File: config.mk
export PLATFORM = sky130hd
export DESIGN_NAME = multicycle_controller_flat
export DESIGN_NICKNAME = d
export VERILOG_FILES = /design/src/rtl/multicycle_controller_pkg.sv /design/src/rtl/multicycle_controller_if.sv /design/src/rtl/multicycle_controller_alu_decoder.sv /design/src/rtl/multicycle_controller.sv /design/src/flat_wrapper.sv
export SDC_FILE = /design/constraint.sdc
export NUM_CORES = 1
export LEC_CHECK = 0
export ABC_AREA = 1
export BUFFER_PORTS_ARGS = -buffer_cell sky130_fd_sc_hd__buf_4
export CORE_ASPECT_RATIO = 0.9
export CORE_MARGIN = 5
export CORE_UTILIZATION = 30
export DETAILED_ROUTE_END_ITERATION = 10
export HOLD_SLACK_MARGIN = 0.05
export PLACE_DENSITY = 0.63
export SYNTH_ARGS = -nofsm -noshare
export SYNTH_HDL_FRONTEND = slang
export SYNTH_SLANG_ARGS = --single-unit
File: constraint.sdc
create_clock -name clk -period 1.6 [get_ports clk]
set_clock_uncertainty 0.05 [all_clocks]
set_input_delay 0.24 -clock clk [delete_from_list [all_inputs] [get_ports clk]]
set_output_delay 0.24 -clock clk [all_outputs]
set_load 0.005 [all_outputs]
File: src/rtl/multicycle_controller_pkg.sv
// Shared encodings for the multicycle MIPS control unit.
// Holds the FSM state codes, the opcode and funct values the controller
// decodes, the internal ALU-op class and the ALU control codes that the
// datapath ALU understands.
package multicycle_controller_pkg;

    typedef logic [3:0] state_t;

    // Main FSM states (4-bit, legacy numbering)
    localparam state_t S_FETCH   = 4'd0;
    localparam state_t S_DECODE  = 4'd1;
    localparam state_t S_MEMADR  = 4'd2;
    localparam state_t S_MEMRD   = 4'd3;
    localparam state_t S_MEMWB   = 4'd4;
    localparam state_t S_MEMWR   = 4'd5;
    localparam state_t S_RTYPEEX = 4'd6;
    localparam state_t S_RTYPEWB = 4'd7;
    localparam state_t S_BEQEX   = 4'd8;
    localparam state_t S_ADDIEX  = 4'd9;
    localparam state_t S_ADDIWB  = 4'd10;
    localparam state_t S_JEX     = 4'd11;

    // Opcodes (instr[31:26])
    localparam logic [5:0] OP_RTYPE = 6'b000000;
    localparam logic [5:0] OP_LW    = 6'b100011;
    localparam logic [5:0] OP_SW    = 6'b101011;
    localparam logic [5:0] OP_BEQ   = 6'b000100;
    localparam logic [5:0] OP_ADDI  = 6'b001000;
    localparam logic [5:0] OP_J     = 6'b000010;

    // R-type funct codes (instr[5:0])
    localparam logic [5:0] FN_ADD = 6'b100000;
    localparam logic [5:0] FN_SUB = 6'b100010;
    localparam logic [5:0] FN_AND = 6'b100100;
    localparam logic [5:0] FN_OR  = 6'b100101;
    localparam logic [5:0] FN_SLT = 6'b101010;

    // ALU operation class from the main FSM to the ALU decoder
    localparam logic [1:0] ALUOP_ADD   = 2'b00;
    localparam logic [1:0] ALUOP_SUB   = 2'b01;
    localparam logic [1:0] ALUOP_FUNCT = 2'b10;

    // ALU control codes
    localparam logic [2:0] ALU_AND = 3'b000;
    localparam logic [2:0] ALU_OR  = 3'b001;
    localparam logic [2:0] ALU_ADD = 3'b010;
    localparam logic [2:0] ALU_SUB = 3'b110;
    localparam logic [2:0] ALU_SLT = 3'b111;

endpackage

File: src/rtl/multicycle_controller_if.sv
// Control bundle between the multicycle controller and the datapath/memory.
//   master : controller side - drives every enable/select, receives the
//            instruction fields and the ALU zero flag.
//   slave  : datapath side - the mirror image.
// Signals: op[5:0], funct[5:0], zero (datapath -> controller);
//          pcen, memwrite, irwrite, regwrite, iord, memtoreg, regdst,
//          alusrca, alusrcb[1:0], pcsrc[1:0], alucontrol[2:0]
//          (controller -> datapath).
interface multicycle_controller_if;

    logic [5:0] op;
    logic [5:0] funct;
    logic       zero;

    logic       pcen;
    logic       memwrite;
    logic       irwrite;
    logic       regwrite;
    logic       iord;
    logic       memtoreg;
    logic       regdst;
    logic       alusrca;
    logic [1:0] alusrcb;
    logic [1:0] pcsrc;
    logic [2:0] alucontrol;

    modport master (
        input  op, funct, zero,
        output pcen, memwrite, irwrite, regwrite, iord, memtoreg, regdst,
               alusrca, alusrcb, pcsrc, alucontrol
    );

    modport slave (
        output op, funct, zero,
        input  pcen, memwrite, irwrite, regwrite, iord, memtoreg, regdst,
               alusrca, alusrcb, pcsrc, alucontrol
    );

endinterface

File: src/rtl/multicycle_controller_alu_decoder.sv
// alu_decoder: purely combinational translation of the FSM's ALU-op class
// and the instruction funct field into the ALU control code.
// Ports:
//   aluop[1:0]      in  : 00 add, 01 sub, 10 decode funct, 11 add
//   funct[5:0]      in  : instr[5:0]
//   alucontrol[2:0] out : ALU operation
module alu_decoder
    import multicycle_controller_pkg::*;
(
    input  logic [1:0] aluop,
    input  logic [5:0] funct,
    output logic [2:0] alucontrol
);

    always_comb begin
        alucontrol = ALU_ADD;
        case (aluop)
            ALUOP_SUB: alucontrol = ALU_SUB;
            ALUOP_FUNCT: begin
                case (funct)
                    FN_ADD:  alucontrol = ALU_ADD;
                    FN_SUB:  alucontrol = ALU_SUB;
                    FN_AND:  alucontrol = ALU_AND;
                    FN_OR:   alucontrol = ALU_OR;
                    FN_SLT:  alucontrol = ALU_SLT;
                    default: alucontrol = ALU_ADD;
                endcase
            end
            default: alucontrol = ALU_ADD;
        endcase
    end

endmodule

File: src/rtl/multicycle_controller.sv
// Control unit of the multicycle MIPS processor: a Moore FSM stepping one
// instruction phase per clock plus the ALU decoder.
// Ports:
//   clk   in : system clock, rising edge
//   reset in : asynchronous active-high; forces FETCH
//   bus      : multicycle_controller_if.master - op/funct/zero in,
//              all datapath/memory enables and selects out
module multicycle_controller
    import multicycle_controller_pkg::*;
(
    input  logic                           clk,
    input  logic                           reset,
    multicycle_controller_if.master        bus
);

    state_t     state;
    state_t     nextstate;
    logic [1:0] aluop;
    logic       pcwrite;
    logic       branch;
    logic       irwrite_s;
    logic       regwrite_s;
    logic       memwrite_s;

    always_ff @(posedge clk or posedge reset) begin
        if (reset) state <= S_FETCH;
        else       state <= nextstate;
    end

    always_comb begin
        nextstate = S_FETCH;
        case (state)
            S_FETCH:  nextstate = S_DECODE;
            S_DECODE: begin
                case (bus.op)
                    OP_LW, OP_SW: nextstate = S_MEMADR;
                    OP_RTYPE:     nextstate = S_RTYPEEX;
                    OP_BEQ:       nextstate = S_BEQEX;
                    OP_ADDI:      nextstate = S_ADDIEX;
                    OP_J:         nextstate = S_JEX;
                    default:      nextstate = S_FETCH;
                endcase
            end
            S_MEMADR:  nextstate = (bus.op == OP_LW) ? S_MEMRD : S_MEMWR;
            S_MEMRD:   nextstate = S_MEMWB;
            S_RTYPEEX: nextstate = S_RTYPEWB;
            S_ADDIEX:  nextstate = S_ADDIWB;
            default:   nextstate = S_FETCH;
        endcase
    end

    // Moore output decode; anything not set by a state stays 0.
    always_comb begin
        pcwrite      = 1'b0;
        branch       = 1'b0;
        irwrite_s    = 1'b0;
        regwrite_s   = 1'b0;
        memwrite_s   = 1'b0;
        bus.iord     = 1'b0;
        bus.memtoreg = 1'b0;
        bus.regdst   = 1'b0;
        bus.alusrca  = 1'b0;
        bus.alusrcb  = 2'b00;
        bus.pcsrc    = 2'b00;
        aluop        = ALUOP_ADD;
        case (state)
            S_FETCH: begin
                bus.alusrcb = 2'b01;
                irwrite_s   = 1'b1;
                pcwrite     = 1'b1;
            end
            S_DECODE: bus.alusrcb = 2'b11;
            S_MEMADR: begin
                bus.alusrca = 1'b1;
                bus.alusrcb = 2'b10;
            end
            S_MEMRD: bus.iord = 1'b1;
            S_MEMWB: begin
                bus.memtoreg = 1'b1;
                regwrite_s   = 1'b1;
            end
            S_MEMWR: begin
                bus.iord   = 1'b1;
                memwrite_s = 1'b1;
            end
            S_RTYPEEX: begin
                bus.alusrca = 1'b1;
                aluop       = ALUOP_FUNCT;
            end
            S_RTYPEWB: begin
                bus.regdst = 1'b1;
                regwrite_s = 1'b1;
            end
            S_BEQEX: begin
                bus.alusrca = 1'b1;
                aluop       = ALUOP_SUB;
                bus.pcsrc   = 2'b01;
                branch      = 1'b1;
            end
            S_ADDIEX: begin
                bus.alusrca = 1'b1;
                bus.alusrcb = 2'b10;
            end
            S_ADDIWB: regwrite_s = 1'b1;
            S_JEX: begin
                bus.pcsrc = 2'b10;
                pcwrite   = 1'b1;
            end
            default: ;
        endcase
    end

    // State is already FETCH while reset is high, so the selects show FETCH
    // values; only the enables need masking to suppress FETCH's writes.
    assign bus.pcen     = (pcwrite | (branch & bus.zero)) & ~reset;
    assign bus.irwrite  = irwrite_s & ~reset;
    assign bus.regwrite = regwrite_s & ~reset;
    assign bus.memwrite = memwrite_s & ~reset;

    alu_decoder u_alu_decoder (
        .aluop      (aluop),
        .funct      (bus.funct),
        .alucontrol (bus.alucontrol)
    );

endmodule

File: src/flat_wrapper.sv
// flat-port wrapper written by rule: the top's interface ports become plain ports
module multicycle_controller_flat import multicycle_controller_pkg::*;
  (clk, reset, bus_op, bus_funct, bus_zero, bus_pcen, bus_memwrite, bus_irwrite, bus_regwrite, bus_iord, bus_memtoreg, bus_regdst, bus_alusrca, bus_alusrcb, bus_pcsrc, bus_alucontrol);
  multicycle_controller_if bus_i ();
  input  logic clk;
  input  logic reset;
  input wire logic [$bits(bus_i.op)-1:0] bus_op;
  input wire logic [$bits(bus_i.funct)-1:0] bus_funct;
  input wire logic [$bits(bus_i.zero)-1:0] bus_zero;
  output wire logic [$bits(bus_i.pcen)-1:0] bus_pcen;
  output wire logic [$bits(bus_i.memwrite)-1:0] bus_memwrite;
  output wire logic [$bits(bus_i.irwrite)-1:0] bus_irwrite;
  output wire logic [$bits(bus_i.regwrite)-1:0] bus_regwrite;
  output wire logic [$bits(bus_i.iord)-1:0] bus_iord;
  output wire logic [$bits(bus_i.memtoreg)-1:0] bus_memtoreg;
  output wire logic [$bits(bus_i.regdst)-1:0] bus_regdst;
  output wire logic [$bits(bus_i.alusrca)-1:0] bus_alusrca;
  output wire logic [$bits(bus_i.alusrcb)-1:0] bus_alusrcb;
  output wire logic [$bits(bus_i.pcsrc)-1:0] bus_pcsrc;
  output wire logic [$bits(bus_i.alucontrol)-1:0] bus_alucontrol;
  assign bus_i.op = bus_op;
  assign bus_i.funct = bus_funct;
  assign bus_i.zero = bus_zero;
  assign bus_pcen = bus_i.pcen;
  assign bus_memwrite = bus_i.memwrite;
  assign bus_irwrite = bus_i.irwrite;
  assign bus_regwrite = bus_i.regwrite;
  assign bus_iord = bus_i.iord;
  assign bus_memtoreg = bus_i.memtoreg;
  assign bus_regdst = bus_i.regdst;
  assign bus_alusrca = bus_i.alusrca;
  assign bus_alusrcb = bus_i.alusrcb;
  assign bus_pcsrc = bus_i.pcsrc;
  assign bus_alucontrol = bus_i.alucontrol;
  multicycle_controller u_core (.clk(clk), .reset(reset), .bus(bus_i));
endmodule
; ---- Word level (Yosys, flattened, before mapping)
; Index checks and enable logic that the tools add are counted.
[classes]
eq_ne = 22
n_reduce_logical = 8
mux = 17
bitwise_logic = 7
[ops]
columns = op, n
row1 = $eq A6 B6 Y1 const B, 6
row2 = $pmux W4 S6, 1
row3 = $pmux W4 S5, 1
row4 = $eq A4 B3 Y1 const B, 4
row5 = $eq A4 B4 Y1 const B, 4
row6 = $pmux W3 S4, 1
row7 = $mux W1, 9
row8 = $eq A4 B2 Y1 const B, 2
row9 = $pmux W2 S2, 2
row10 = $reduce_or A2 Y1, 4
row11 = $eq A6 B2 Y1 const B, 1
row12 = $eq A6 B3 Y1 const B, 1
row13 = $eq A6 B4 Y1 const B, 1
row14 = $logic_not A6 Y1, 1
row15 = $pmux W2 S3, 1
row16 = $pmux W3 S2, 1
row17 = $and A1 B1 Y1, 5
row18 = $eq A4 B1 Y1 const B, 1
row19 = $logic_not A4 Y1, 1
row20 = $reduce_or A4 Y1, 1
row21 = $mux W3, 1
row22 = $reduce_or A3 Y1, 1
row23 = $eq A2 B1 Y1 const B, 1
row24 = $eq A2 B2 Y1 const B, 1
row25 = other kinds (2), 2
[word_totals]
wordCells = 55
inputBits = 15
regBits = 4

; ---- Longest topological paths before layout
[depth]
ltp_word = 5
ltp_mapped = 8
ltp_nobuf = 8

; ---- By module
; Synthesis repeated with hierarchy kept, for this count alone.
[unflattened]
cells_unflattened = 125
area_unflattened_um2 = 621.8
[by_module_without_submodules]
columns = mod, cells_each, seq_area_each_um2, instances, area_each_um2
row1 = multicycle_controller, 88, 100.1, 1, 447.9
row2 = alu_decoder, 37, 0.0, 1, 173.9

; ---- Least setup slack after synthesis
; Ideal clock, no wire load.
[synth_path]
path_kind = register to output
from = reg u_core.state[1]
to = out bus_alucontrol[0]
path_stages_with_launch = 9
setup_slack_ns = -0.112
arrival_time_ns = 1.422
required_time_ns = 1.310
cell_sequence = dfrtp_1 nor2_1 inv_1 nor2_1 inv_1 ha_1 inv_1 nand2_1 a21oi_1
[synth_between]
elab_chain_cells = 4
elab_cells_between_ends = 6
classes_between = 4 x eq/ne / 2 x mux
[synth_rtl]
columns = item, line
row1 = "start, declared", multicycle_controller.sv:16  ; state_t state;
row2 = "start signal, assigned", multicycle_controller.sv:27  ; else state <= nextstate;
row3 = $eq A4 B4 Y1 / $eq A4 B3 Y1 (equally long branches), multicycle_controller.sv:66  ; case (state)
row4 = $pmux W2 S2 (*), multicycle_controller.sv:66
row5 = $eq A2 B2 Y1 / $eq A2 B1 Y1 (equally long branches), multicycle_controller_alu_decoder.sv:17  ; case (aluop)
row6 = $pmux W3 S2 (*), multicycle_controller_alu_decoder.sv:17
row7 = "end, declared", flat_wrapper.sv:20  ; output wire logic [$bits(bus_i.alucontrol)-1:0] bus_alucontrol;
; Mark *: on every way between the ends. The rest lies on a longest branch, timed or not.

; ---- Final worst setup path
[layout_path]
from = reg u_core.state[0]
to = out bus_alucontrol[0]
; The elaborated chain is that of the path after synthesis.

==> flow_metrics.env <==
export IMPL_status="complete, but fails checks"
export IMPL_violations="negative setup slack"
export IMPL_maxUsedRoutingLayer="met4"
export IMPL_cts_root_buf="clkbuf_4"
export IMPL_dp_cells=177
export IMPL_layout_common_cells="39 x buf_4, 28 x nand2_1, 21 x inv_1, 19 x nor2_1, 10 x nand2_2"
export IMPL_crit_path_top_delay_cell="dfrtp_2"
export IMPL_boundaryPins=30
export IMPL_powerDensity_mw_per_mm2=826.9
export IMPL_async_reset_ff_share_pct=100.0
export IMPL_syn2layout_area_growth_pct=81.72
export IMPL_cts_tree="done"
export IMPL_instances_no_fill=187
export IMPL_endpoint_kind="output port"
export IMPL_grt_max_degree=5
export IMPL_dr_pass1_iters=4
export IMPL_drive_above_1_share_pct=48.15
export IMPL_synthCells=115
export IMPL_drt_met1_wl_um=751
export IMPL_crit_required_ns=1.31
export IMPL_worstSkewPairLatency_ns=0.23
export IMPL_num_fill_cells=197
export IMPL_route_detailed_drc=0
export IMPL_hpwl_um=1334
export IMPL_multi_input_area_um2=445.4
export IMPL_die_w_um=56.42
export IMPL_nets=181
export IMPL_tightest_slew_ns=0.2119
export IMPL_wl_met3_um=94
export IMPL_r2r_cells=8
export IMPL_max_cap_violations=0
export IMPL_finalCritPeriodShare_pct=113.6
export IMPL_report_final_slew_viol_count=0
export IMPL_seq_area_um2=102.6
export IMPL_synthesis_nets=132
export IMPL_grt_pass1_vias=745
export IMPL_dieArea_mm2=0.002921
export IMPL_num_rows=15
export IMPL_antenna_found_initial=0
export IMPL_worstPathArrival_ns=1.53
export IMPL_yosysSeqAreaShare_pct=17.20
export IMPL_largest_reg_flops=4
export IMPL_htree_num_levels=1
export IMPL_largestRegisters="u_core.state x4"
export IMPL_clockBufferDepth=2
export IMPL_start_util_pct=31.00
export IMPL_gp_congestion=0.7842
export IMPL_fp_dieH_um=51.78
export IMPL_setup_viol=5
export IMPL_grt_usage_pct=12.03
export IMPL_fin_hold_ws_ns=0.3364
export IMPL_drtAntennaViolNets=0
export IMPL_syn_area_um2=581.8
export IMPL_peakVddDrop_mv=0.8788
export IMPL_finalHoldViolCount=0
export IMPL_grt_overflow=0
export IMPL_synth_ff_type="dfrtp_1"
export IMPL_yosys_warnings=0
export IMPL_cts_buffers=3
export IMPL_worstPathCellList="nor2_2 -> inv_1 -> nor2_2 -> inv_2 -> ha_4 -> inv_2 -> nand2_2 -> a21oi_2 -> buf_4"
export IMPL_cts_sinks=4
export IMPL_synth_area_per_cell_um2=5.059
export IMPL_startpoint_type="flip-flop"
export IMPL_grt_pass1_wl_um=2856
export IMPL_antenna_cells=0
export IMPL_min_path_type="input pin to flip-flop"
export IMPL_met2WireLength_um=893
export IMPL_leakage_nw=0.6313
export IMPL_final_core_util_pct=56.33
export IMPL_dr_total_vias=798
export IMPL_timing_final_ws_setup_ns=-0.2175
export IMPL_clk_pin_slew_ns=0.03
export IMPL_synth_seq_cells=4
export IMPL_wl_per_cell_um=9.374
export IMPL_final_common_cell="buf_4"
export IMPL_slowest_delay_ns=0.43
export IMPL_fin_crit_ns=1.818
export IMPL_wl_um=1753
export IMPL_rsz0062_at_grt="yes"
export IMPL_drt_initial_drc_count=16
export IMPL_path_max_fanout=3
export IMPL_viasPerCell=4.267
export IMPL_clock_fmax_mhz=550.2
export IMPL_worstHoldPathCells=5
export IMPL_top_register="u_core.state"
export IMPL_ys_types=15
export IMPL_max_slew_margin_pct=85.86
export IMPL_synth_enable_flop_cells=0
export IMPL_core_area_mm2=0.001877
export IMPL_port_buffers=29
export IMPL_critical_path_class="flip-flop to output port"
layout make-up:
class                   instances  share of cell area (%)
clock buffers                   3                   2.130
inverters                      28                   10.18
multi-input cells              83                   42.13
flip-flops and latches          4                   9.704
well taps                      25                   2.959
repair buffers                 44                   32.90
routing by layer:
layer	vias up	global-route usage, %
li1	434	-
met1	341	14.33
met2	21	20.96
met3	2	2.730
met4	0	4.743
met5	-	0
path summary, 6_finish.rpt:
check                           slack (ns)             from           endpoint
worst max register to register        0.30  u_core.state[2]    u_core.state[1]
worst max-delay path                 -0.22  u_core.state[0]  bus_alucontrol[0]
worst min-delay path                  0.34        bus_op[2]    u_core.state[2]
max in group asynchronous             0.84            reset    u_core.state[0]
min in group asynchronous             0.47            reset    u_core.state[2]
worst min register to register        0.69  u_core.state[2]    u_core.state[2]
cells in the mapped netlist (2+ instances only):
master	count	share of area [%]
dfrtp_1	4	17
inv_1	26	17
nor2_1	23	15
o21ai_0	5	4.3
nor2_2	2	2.2
a21oi_1	2	1.7
nand2_2	3	3.2
nand2_1	35	23
nand3_1	7	6.0
ha_1	2	4.3
inv_2	2	1.3
critical path, delay by kind of cell (launching register included):
family | cells | cell delay [ns]
DFF | 1 | 0.43
and+or+nand+nor | 3 | 0.28
AOI/OAI and AO/OA | 1 | 0.09
buffers and inverters | 4 | 0.29
adders and majority gates | 1 | 0.21
repair_timing:
item                                    in CTS  in global routing
hold buffers                                 1                  0
hold endpoints to repair                     4                  0
gates resized for setup                      7                 21
setup buffers                                2                  4
pin swaps                                    4                  6
endpoints found under the setup margin       5                 10
logic make-up (layout without fill, tap and decap cells):
| logic type | Yosys count | count (layout) | share of synthesized area (%) |
|---|---|---|---|
| adder cells (fa/ha/maj) | 2 | 2 | 4.300 |
| flip-flops | 4 | 4 | 17.20 |
| AND/OR/NAND/NOR | 72 | 72 | 51.83 |
| buffers and inverters | 28 | 75 | 18.06 |
| AO/OA/AOI/OAI | 9 | 9 | 8.602 |
where the power goes:
group / switching (mW) / total, mW / internal (mW)
sequential: 0.0356 / 0.164 / 0.129
clock: 0.0353 / 0.119 / 0.0835
combinational: 0.294 / 0.591 / 0.297
total: 0.365 / 0.874 / 0.510
stage by stage:
stage               setup TNS (ns)  worst slack [ns]  power, mW  area, µm²
finish                     -0.6140           -0.2175     0.8742       1057
global route                -1.256           -0.3439     0.9565       1057
CTS                        -0.5611           -0.2122     0.7796      965.9
detailed placement        -0.09875          -0.07734     0.6336      899.6
global placement          -0.04403          -0.04403     0.6293      899.6
floorplan                 -0.03228          -0.03228     0.3980      590.6
Power figures use the tool's default switching activity.
